<file path="src/rtl/mmu_request_buffer_pkg.sv">
// Shared request-entry layout for the MMU request buffer: widths, field offsets
// and the packed entry type used by the top module and its storage array.
package mmu_request_buffer_pkg;

    localparam int MMU_REQ_ENTRY_W = 106;

    // Bit offsets of each field inside the packed 106-bit entry.
    localparam int MMU_REQ_DATA_LSB           = 0;
    localparam int MMU_REQ_ADDR_LSB           = 32;
    localparam int MMU_REQ_PDT_LSB            = 64;
    localparam int MMU_REQ_RW_LSB             = 96;
    localparam int MMU_REQ_MASK_LSB           = 97;
    localparam int MMU_REQ_ORDER_LSB          = 101;
    localparam int MMU_REQ_MODE_LSB           = 103;
    localparam int MMU_REQ_DATA_STORE_ACK_LSB = 105;

    typedef struct packed {
        logic        data_store_ack;
        logic [1:0]  mode;
        logic [1:0]  order;
        logic [3:0]  mask;
        logic        rw;
        logic [31:0] pdt;
        logic [31:0] addr;
        logic [31:0] data;
    } mmu_req_t;

    function automatic mmu_req_t pack_req(
        input logic        data_store_ack,
        input logic [1:0]  mode,
        input logic [1:0]  order,
        input logic [3:0]  mask,
        input logic        rw,
        input logic [31:0] pdt,
        input logic [31:0] addr,
        input logic [31:0] data
    );
        mmu_req_t r;
        r.data_store_ack = data_store_ack;
        r.mode           = mode;
        r.order          = order;
        r.mask           = mask;
        r.rw             = rw;
        r.pdt            = pdt;
        r.addr           = addr;
        r.data           = data;
        return r;
    endfunction

endpackage

</file>
<file path="src/rtl/mmu_request_buffer_mem.sv">
// Request storage: P_DEPTH entries, one synchronous write port and one
// asynchronous read port. Contents are not reset; the top qualifies them by count.
module mmu_request_buffer_mem
    import mmu_request_buffer_pkg::*;
#(
    parameter int P_DEPTH   = 4,
    parameter int P_DEPTH_N = 2
)(
    input  logic                 iCLOCK,
    input  logic                 iWE,
    input  logic [P_DEPTH_N-1:0] iWADDR,
    input  mmu_req_t             iWDATA,
    input  logic [P_DEPTH_N-1:0] iRADDR,
    output mmu_req_t             oRDATA
);

    mmu_req_t mem [P_DEPTH];

    always_ff @(posedge iCLOCK) begin
        if (iWE) begin
            mem[iWADDR] <= iWDATA;
        end
    end

    assign oRDATA = mem[iRADDR];

endmodule

</file>
<file path="src/rtl/mmu_request_buffer.sv">
// In-order request FIFO between the load/store unit and the MMU logic port.
// Optional zero-latency bypass when empty: define MMU_REQUEST_BUFFER_BYPASS_EN.
module mmu_request_buffer
    import mmu_request_buffer_pkg::*;
#(
    parameter int P_DEPTH   = 4,
    parameter int P_DEPTH_N = 2
)(
    input  logic                 iCLOCK,
    input  logic                 inRESET,
    input  logic                 iFLUSH,
    input  logic                 iREQ,
    output logic                 oLOCK,
    input  logic                 iDATA_STORE_ACK,
    input  logic [1:0]           iMODE,
    input  logic [1:0]           iORDER,
    input  logic [3:0]           iMASK,
    input  logic                 iRW,
    input  logic [31:0]          iPDT,
    input  logic [31:0]          iADDR,
    input  logic [31:0]          iDATA,
    output logic                 oLOGIC_REQ,
    input  logic                 iLOGIC_LOCK,
    output logic                 oLOGIC_DATA_STORE_ACK,
    output logic [1:0]           oLOGIC_MODE,
    output logic [1:0]           oLOGIC_ORDER,
    output logic [3:0]           oLOGIC_MASK,
    output logic                 oLOGIC_RW,
    output logic [31:0]          oLOGIC_PDT,
    output logic [31:0]          oLOGIC_ADDR,
    output logic [31:0]          oLOGIC_DATA,
    output logic [P_DEPTH_N:0]   oCOUNT,
    output logic                 oOVERFLOW
);

    // Handshake: a request moves upstream->buffer on any cycle iREQ is high and
    // the entry is accepted (not full, or full with a same-cycle pop, no flush);
    // oLOCK is advisory one cycle early. Toward the MMU, oLOGIC_REQ is valid and
    // !iLOGIC_LOCK is ready; the head transfers on a cycle where both hold, and
    // the head fields stay stable until then.

    localparam logic [P_DEPTH_N:0]   DEPTH_C = P_DEPTH[P_DEPTH_N:0];
    localparam logic [P_DEPTH_N:0]   LOCK_C  = DEPTH_C - 1'b1;
    localparam logic [P_DEPTH_N:0]   CNT_ONE = 1;
    localparam logic [P_DEPTH_N-1:0] PTR_ONE = 1;

    logic [P_DEPTH_N:0]   count_r;
    logic [P_DEPTH_N-1:0] wptr_r;
    logic [P_DEPTH_N-1:0] rptr_r;
    logic                 overflow_r;

    mmu_req_t in_entry;
    mmu_req_t head_entry;
    mmu_req_t out_entry;

    logic stored_valid;
    logic full;
    logic bypass;
    logic push;
    logic pop;
    logic drop;

    assign in_entry = pack_req(iDATA_STORE_ACK, iMODE, iORDER, iMASK, iRW,
                               iPDT, iADDR, iDATA);

    assign stored_valid = (count_r != '0);
    assign full         = (count_r == DEPTH_C);
    assign pop          = stored_valid && !iLOGIC_LOCK;

`ifdef MMU_REQUEST_BUFFER_BYPASS_EN
    // An empty buffer with a ready MMU hands the request straight through.
    assign bypass = !stored_valid && iREQ && !iFLUSH && !iLOGIC_LOCK;
`else
    assign bypass = 1'b0;
`endif

    assign push = iREQ && !iFLUSH && !bypass && (!full || pop);
    assign drop = iREQ && !iFLUSH && full && !pop;

    always_ff @(posedge iCLOCK) begin
        if (!inRESET) begin
            count_r    <= '0;
            wptr_r     <= '0;
            rptr_r     <= '0;
            overflow_r <= 1'b0;
        end else begin
            if (iFLUSH) begin
                count_r <= '0;
                wptr_r  <= '0;
                rptr_r  <= '0;
            end else begin
                if (push) begin
                    wptr_r <= wptr_r + PTR_ONE;
                end
                if (pop) begin
                    rptr_r <= rptr_r + PTR_ONE;
                end
                if (push && !pop) begin
                    count_r <= count_r + CNT_ONE;
                end else if (pop && !push) begin
                    count_r <= count_r - CNT_ONE;
                end
            end
            if (drop) begin
                overflow_r <= 1'b1;
            end
        end
    end

    mmu_request_buffer_mem #(
        .P_DEPTH   (P_DEPTH),
        .P_DEPTH_N (P_DEPTH_N)
    ) u_mem (
        .iCLOCK (iCLOCK),
        .iWE    (push),
        .iWADDR (wptr_r),
        .iWDATA (in_entry),
        .iRADDR (rptr_r),
        .oRDATA (head_entry)
    );

    // Fields read as zero whenever nothing valid is presented.
    always_comb begin
        out_entry = '0;
        if (stored_valid) begin
            out_entry = head_entry;
        end else if (bypass) begin
            out_entry = in_entry;
        end
    end

    assign oLOGIC_REQ            = stored_valid || bypass;
    assign oLOGIC_DATA_STORE_ACK = out_entry.data_store_ack;
    assign oLOGIC_MODE           = out_entry.mode;
    assign oLOGIC_ORDER          = out_entry.order;
    assign oLOGIC_MASK           = out_entry.mask;
    assign oLOGIC_RW             = out_entry.rw;
    assign oLOGIC_PDT            = out_entry.pdt;
    assign oLOGIC_ADDR           = out_entry.addr;
    assign oLOGIC_DATA           = out_entry.data;

    assign oLOCK     = (count_r >= LOCK_C);
    assign oCOUNT    = count_r;
    assign oOVERFLOW = overflow_r;

endmodule

</file>
<file path="config.mk">
export PLATFORM = sky130hd
export DESIGN_NAME = mmu_request_buffer
export DESIGN_NICKNAME = d
export VERILOG_FILES = /design/src/rtl/mmu_request_buffer_pkg.sv /design/src/rtl/mmu_request_buffer_mem.sv /design/src/rtl/mmu_request_buffer.sv
export SDC_FILE = /design/constraint.sdc
export NUM_CORES = 1
export LEC_CHECK = 0
export BUFFER_PORTS_ARGS = -buffer_cell sky130_fd_sc_hd__buf_2
export CAP_MARGIN = 20
export CELL_PAD_IN_SITES_DETAIL_PLACEMENT = 1
export CELL_PAD_IN_SITES_GLOBAL_PLACEMENT = 2
export CORE_ASPECT_RATIO = 1.2
export CORE_UTILIZATION = 37
export CTS_BUF_LIST = sky130_fd_sc_hd__clkbuf_8
export DETAILED_ROUTE_END_ITERATION = 6
export GPL_TIMING_DRIVEN = 0
export PLACE_DENSITY_LB_ADDON = 0.12
export SLEW_MARGIN = 20
export SYNTH_ARGS = -nofsm -noshare
export SYNTH_HDL_FRONTEND = slang
export SYNTH_SLANG_ARGS = --single-unit
</file>
<file path="constraint.sdc">
create_clock -name iCLOCK -period 3.4 [get_ports iCLOCK]
set_clock_uncertainty 0.1 [all_clocks]
set_input_delay 0.34 -clock iCLOCK [delete_from_list [all_inputs] [get_ports iCLOCK]]
set_output_delay 0.34 -clock iCLOCK [all_outputs]
set_load 0.03 [all_outputs]
</file>
======== Word-level counts from Yosys, hierarchy flattened ========
Memories as Yosys holds them, arrays and structs flattened. A register that Yosys moved wholly into a read port is not among the register bits.
Index checks and enable logic that the tools add are counted.
storage, ports and cells
  memories kept ........................... 1
  input bits .............................. 111
  word-level logic and storage cells ...... 35
  latch bits .............................. 0
  output and inout bits ................... 112
  bits in read-only memories .............. 0
  RAM bits ................................ 424
  register bits after elaboration ......... 8
memories
  memory     depth  bits a word  rd ports  clocked after Yosys merged registers in  write ports  line                          text
  u_mem.mem  4      106          1         1                                        1            mmu_request_buffer_mem.sv:17  mmu_req_t mem [P_DEPTH];
operators by class
  equality and inequality tests ........... 1
  bitwise operators ....................... 1
  divide/modulo/power cells ............... 0
  magnitude comparators ................... 1
  shift operators ......................... 0
  multiply operators ...................... 0
  reductions and logical operators ........ 16
  multiplexer cells ....................... 7
  add/sub/neg operators ................... 4
operator list
  cell                                                                                  count
  106-bit 2-to-1 mux                                                                    1
  1-bit logical AND                                                                     7
  3-bit 2-to-1 mux                                                                      2
  1-bit zero test                                                                       5
  2-bit by 1-bit adder with 2-bit output (second input constant)                        2
  2-bit 2-to-1 mux                                                                      2
  3-bit by 1-bit adder with 3-bit output (second input constant)                        1
  3-bit == test (second input constant)                                                 1
  3-bit by 2-bit greater-or-equal comparator with 1-bit output (second input constant)  1
  3-bit nonzero test                                                                    1
  3-bit by 1-bit subtractor with 3-bit output (second input constant)                   1
  1-bit 2-to-1 mux                                                                      2
  2-bit nonzero test                                                                    1
  2-bit OR reduction                                                                    1
  1-bit logical OR                                                                      1
  1-bit inverter                                                                        1

======== Logic depth before layout (Yosys ltp) ========
  word-level depth ........................ 8
  gate-level depth with buffers ........... 10
  mapped depth without buffers ............ 9

======== Hierarchy ========
A second synthesis with hierarchy kept.
second synthesis, totals
  cells, all modules ...................... 720
  area, all modules ....................... 16524.6 um2
modules (own cells, without submodules)
  module                  sequential area each (um2)  area each (um2)  instances  cells each
  mmu_request_buffer_mem  12732.2                     15319.7          1          558
  mmu_request_buffer      160.2                       1204.9           1          162

======== Worst setup path after synthesis ========
OpenSTA, ideal clock, no wires.
  path kind ............................... flip-flop to flip-flop
  from .................................... register count_r[0], in the netlist oCOUNT[0]
  to ...................................... memory u_mem.mem[0][0] in the netlist's numbering, enable pin
  buffers on the path ..................... 0
  clock period less this slack ............ 3977 ps
  stages on the path, launching flop included .. 3
  path slack .............................. -577 ps
  library setup time ...................... 478 ps
  arrival ................................. 3399 ps
  data required time ...................... 2822 ps
  path through ............................ dfxtp_1 > nand4bb_1 > and3_1
between the ends
  cells in the longest elaborated chain, start to end .. 6
  elaborated cells on any way between the ends .. 8
  classes of those cells .................. eq/ne (1); mux (2); reduce/logical (5)
ends and longest elaborated chain
  item                                                         line                                                text
  from (decl)                                                  mmu_request_buffer.sv:47                            logic [P_DEPTH_N:0] count_r;
  from (signal assigned)                                       mmu_request_buffer.sv:99                            count_r <= count_r + CNT_ONE;
  from (signal assigned)                                       mmu_request_buffer.sv:101                           count_r <= count_r - CNT_ONE;
  3-bit == test / 3-bit nonzero test (equally long branches)   mmu_request_buffer.sv:67, mmu_request_buffer.sv:66
  1-bit zero test / 1-bit logical AND (equally long branches)  mmu_request_buffer.sv:77, mmu_request_buffer.sv:68
  1-bit logical OR (*)                                         mmu_request_buffer.sv:77                            assign push = iREQ && !iFLUSH && !bypass && (!full || pop);
  1-bit logical AND (*)                                        mmu_request_buffer.sv:77
  1-bit 2-to-1 mux (*)                                         mmu_request_buffer_mem.sv:20                        if (iWE) begin
  1-bit 2-to-1 mux (not written as such) (*)                   mmu_request_buffer_mem.sv:21                        mem[iWADDR] <= iWDATA;
  to (decl)                                                    mmu_request_buffer_mem.sv:17
Mark *: on every way between the ends. The rest lies on a longest branch, timed or not.

======== Worst setup path after layout ========
  from .................................... register count_r[0], in the netlist oCOUNT[0]
  to ...................................... output oLOGIC_PDT[22]
between the ends
  cells in the longest elaborated chain, start to end .. 2
ends and longest elaborated chain
  item                line                       text
  3-bit nonzero test  mmu_request_buffer.sv:66   assign stored_valid = (count_r != '0);
  106-bit 2-to-1 mux  mmu_request_buffer.sv:125  if (stored_valid) begin
  to (decl)           mmu_request_buffer.sv:29   output logic [31:0] oLOGIC_PDT,
No other way between the ends.

==> key figures <==
Detailed routing
  • First-pass iteration count of the detailed router: 4
  • Antenna-violating nets left: 0
  • Wire length per cell: approximately 21 um
  • Vias per Instance: around 4.8
  • Residual DRC: 0
  • DR vias: between 8000 and 9000
  • Initial DRC count: between 200 and 300
  • Drt total wl: 37500 um

Synth
  • Post-Syn Area: approximately 17000 sq um
  • Syn Nets: roughly 850
  • YS warnings: 0
  • Synth cell types: 25
  • Seq/Total Area, Yosys: between 70% and 80%
  • Seq cells post-synth: 434
  • Post-synth EDFFs: approximately 420
  • Area fraction of the dominant cell type after synthesis: 77.0%
  • Synth top area cells: edfxtp_1 77%, mux4_2 14%, and2_1 4.0%
  • Asr flop ratio synth: 0%
  • Post-synth top cells: 424 x edfxtp_1, 106 x and2_1, 106 x mux4_2, 18 x clkbuf_1, 12 x buf_2
  • Post-Synthesis Cells: 729
  • Most used DFF post-synth: edfxtp_1
  • Syn Area/Cell: between 20 and 25 sq um
  • Dominant cell type by area after synthesis: edfxtp_1
  • Top-count cell post-synth: edfxtp_1

Worst hold path
  • Hold/Removal Path Class: in2reg
  • Worst Hold End: u_mem.mem[3][93]
  • Hold_sp: iPDT[29]
  • WHS Path Cells: 2

Run status
  • Status: finished clean

Placed design
  • DP Wirelength: 22700 um
  • Cell Area, Placed: approximately 19000 sq um
  • Placement Setup Slack: between 0.3 and 0.4 ns
  • IO Port Bufs: about 220
  • Final Wtd Congestion: around 0.66

Timing
  • Fmax: around 330 MHz
  • Final Hold Viols: 0
  • RSZ-0062 raised after global routing: false
  • Slew at the pin closest to its max-slew limit: between 0.7 and 0.8 ns
  • Fin. max-slew vios: 0
  • Max-slew headroom: roughly 51%
  • PnR worst setup slack: about 0.37 ns
  • Fin crit share: between 80% and 90%
  • Setup violations, final: 0
  • Final Critical Period: ~3 ns

Cells and area
  • Fin nets: between 1000 and 1500
  • Final instance area: 21000 sq um
  • Layout cells sized above 1: between 30% and 40%
  • N_diodes: 0
  • Synth-to-layout area growth: 27.3%

Worst setup path
  • CP cell instances: nor3_2 -> clkinvlp_4 -> clkbuf_1 -> clkbuf_1 -> and2_1 -> buf_2
  • CP required: approximately 3.0 ns
  • Crit path arrival time: 2.59 ns
  • Reg2Reg Capture Point: oCOUNT[2]
  • Crit-path max cell delay: just under 0.5 ns
  • Reg-to-reg setup timing slack: approximately 0.61 ns
  • Most frequent CP cell: clkbuf_1
  • Startpoint Class: register
  • Setup Crit Path Kind: reg2out
  • Crit Path Max Fanout: 10
  • Critical Path End Type: output pin
  • Slowest cell on crit path: dfxtp_1
  • Worst r2r src: oCOUNT[0]
  • Worst r2r path cells: 10

Global route
  • Total GRT Usage: between 15 and 20%
  • Met1 Resource Use GR: about a fifth
  • Pin count of the biggest net entering global routing: 43
  • Initial antenna violation count: 1
  • Global-route wire length before repair: about 56000 um
  • Gr busiest metal: met2
  • Met2 global-route usage: 28.7%
  • Met3 Track Usage GR: approximately 3.9%
  • Vias in the first global route: a little under 10000
  • Total gr overflow: 0

Pwr
  • Leakage power: approximately 0.0074 uW
  • Clock share of power: a little under two fifths
  • Sequential share of power: between 50% and 60%
  • Sw power: 2750 uW
  • Pwr dens: between 500 and 600 nW/um^2
  • Peak VDD IR: roughly 0.36 mV
  • Pint: ~8600 uW
  • Switching Share: approximately a quarter
  • Combinational power share: about 9.7%

Clock tree
  • Worst-path clk slew: 0.06 ns
  • Clk buf depth: 3
  • Clock root buffer: clkbuf_8
  • CTS tree: yes
  • TritonCTS buffer count: 75
  • H-Tree Depth: 3
  • Clock sink count: ~430
  • Clock latency on the worst-skew pair: around 0.62 ns

Floorplanning
  • Site row count: 84
  • Num ports: 223
  • Initial core utilization: 37.6%
  • Die height: approximately 230 um
  • Die Wd: 195 um
  • Area of the die: ~46000 sq um
  • Core ar.: roughly 44000 sq um

Run
  • Max-cap violations: 0
cell families (layout without fill, tap and decap cells):
| logic type | after synthesis | in the layout | synth area share, % |
|---|---|---|---|
| xor gates and xnor gates | 2 | 2 | 0.106 |
| buffers and inverters | 40 | 518 | 1.39 |
| DFF | 434 | 434 | 78.3 |
| and+or+nand+nor | 127 | 127 | 4.84 |
| muxes | 107 | 107 | 14.5 |
| adders and majority gates | 6 | 6 | 0.500 |
| AOI/OAI and AO/OA | 13 | 13 | 0.409 |
placed cells by master (no fill, tap or decap), drive strengths merged:
cell	synthesis	layout
ha	5	5
dfxtp	10	10
buf	18	251
a21o	1	1
mux2i	1	1
mux4	106	106
nor3	1	1
o21ai	5	5
or3	3	3
clkinv	0	26
and3	4	4
clkbuf	18	96
and4bb	1	1
bufinv	0	1
nor2	3	3
nor2b	2	2
edfxtp	424	424
dlygate4sd3	0	110
xor2	2	2
a21oi	7	7
nand3	2	2
nand2b	4	4
and2	106	106
clkinvlp	0	5
fa	1	1
inv	4	29
nand4bb	1	1
layout make-up:
cell class | count | area [sq um]
Buffer | 36 | 214
Clock buffer | 78 | 1070
Clock inverter | 57 | 269
Fill cell | 4159 | 22900
Inverter | 4 | 18.8
Multi-Input combinational cell | 255 | 3380
Sequential cell | 434 | 12900
Tap cell | 559 | 699
Timing Repair Buffer | 343 | 2450
power by group through the flow:
| stage | combinational [uW] | clock (uW) | sequential, uW |
|---|---|---|---|
| finish | 1100 | 4260 | 5990 |
| global route | 1190 | 4630 | 5990 |
| CTS | 1130 | 4440 | 5990 |
| detailed placement | 1020 | 0 | 6100 |
| global placement | 992 | 0 | 6100 |
| floorplan | 606 | 0 | 6100 |
worst max-delay path, delay by kind of cell (launching register included):
family	cells	cell delay, ns
and+or+nand+nor	2	0.37
DFF	1	0.49
buffers and inverters	4	1.11
per-stage QoR:
stage / utilization [%] / total power [uW] / TNS [ns] / hold slack, ns / cells
final: 47.9 / 11300 / 0 / 0.367 / 1766
after global routing: 47.9 / 11800 / 0 / 0.327 / 1766
after global placement: 41.7 / 7090 / -268.23 / 0.372 / 1510
after CTS: 47.9 / 11600 / 0 / 0.284 / 1766
after detailed placement: 42.3 / 7120 / 0 / 0.383 / 1520
after floorplan: - / 6710 / 0 / 0.339 / 729
how the worst max path moves through the flow:
stage | start | to | slack (ns) | cells after the start
floorplan | oCOUNT[0] | u_mem.mem[0][0] | 0.62 | 2
global placement | iFLUSH | u_mem.mem[0][47] | -0.66 | 3
detailed placement | oCOUNT[0] | oCOUNT[2] | 0.34 | 10
CTS | register | oLOGIC_PDT[31] | 0.21 | 6
global route | oCOUNT[0] | oLOGIC_PDT[22] | 0.12 | 6
finish | oCOUNT[0] | oLOGIC_PDT[22] | 0.37 | 6
layer usage:
metal / wire length, um / up-vias
met5: 15 / -
met4: 704 / 2
met3: 1690 / 49
met2: 19100 / 193
met1: 15900 / 4419
li1: - / 3834
sequential cells by signal, summed over array words and instances, names as in the netlist, named ones only:
register / cells
u_mem.mem: 424
oCOUNT: 3
rptr_r: 2
wptr_r: 2
oOVERFLOW: 1
what timing repair did:
action	CTS	global route
gates resized for setup	1	0
setup buffers	1	0
endpoints found under the hold margin	429	0
endpoints found under the setup margin	20	0
hold buffers	110	0
Note: power is estimated with default switching activity, not from simulation.
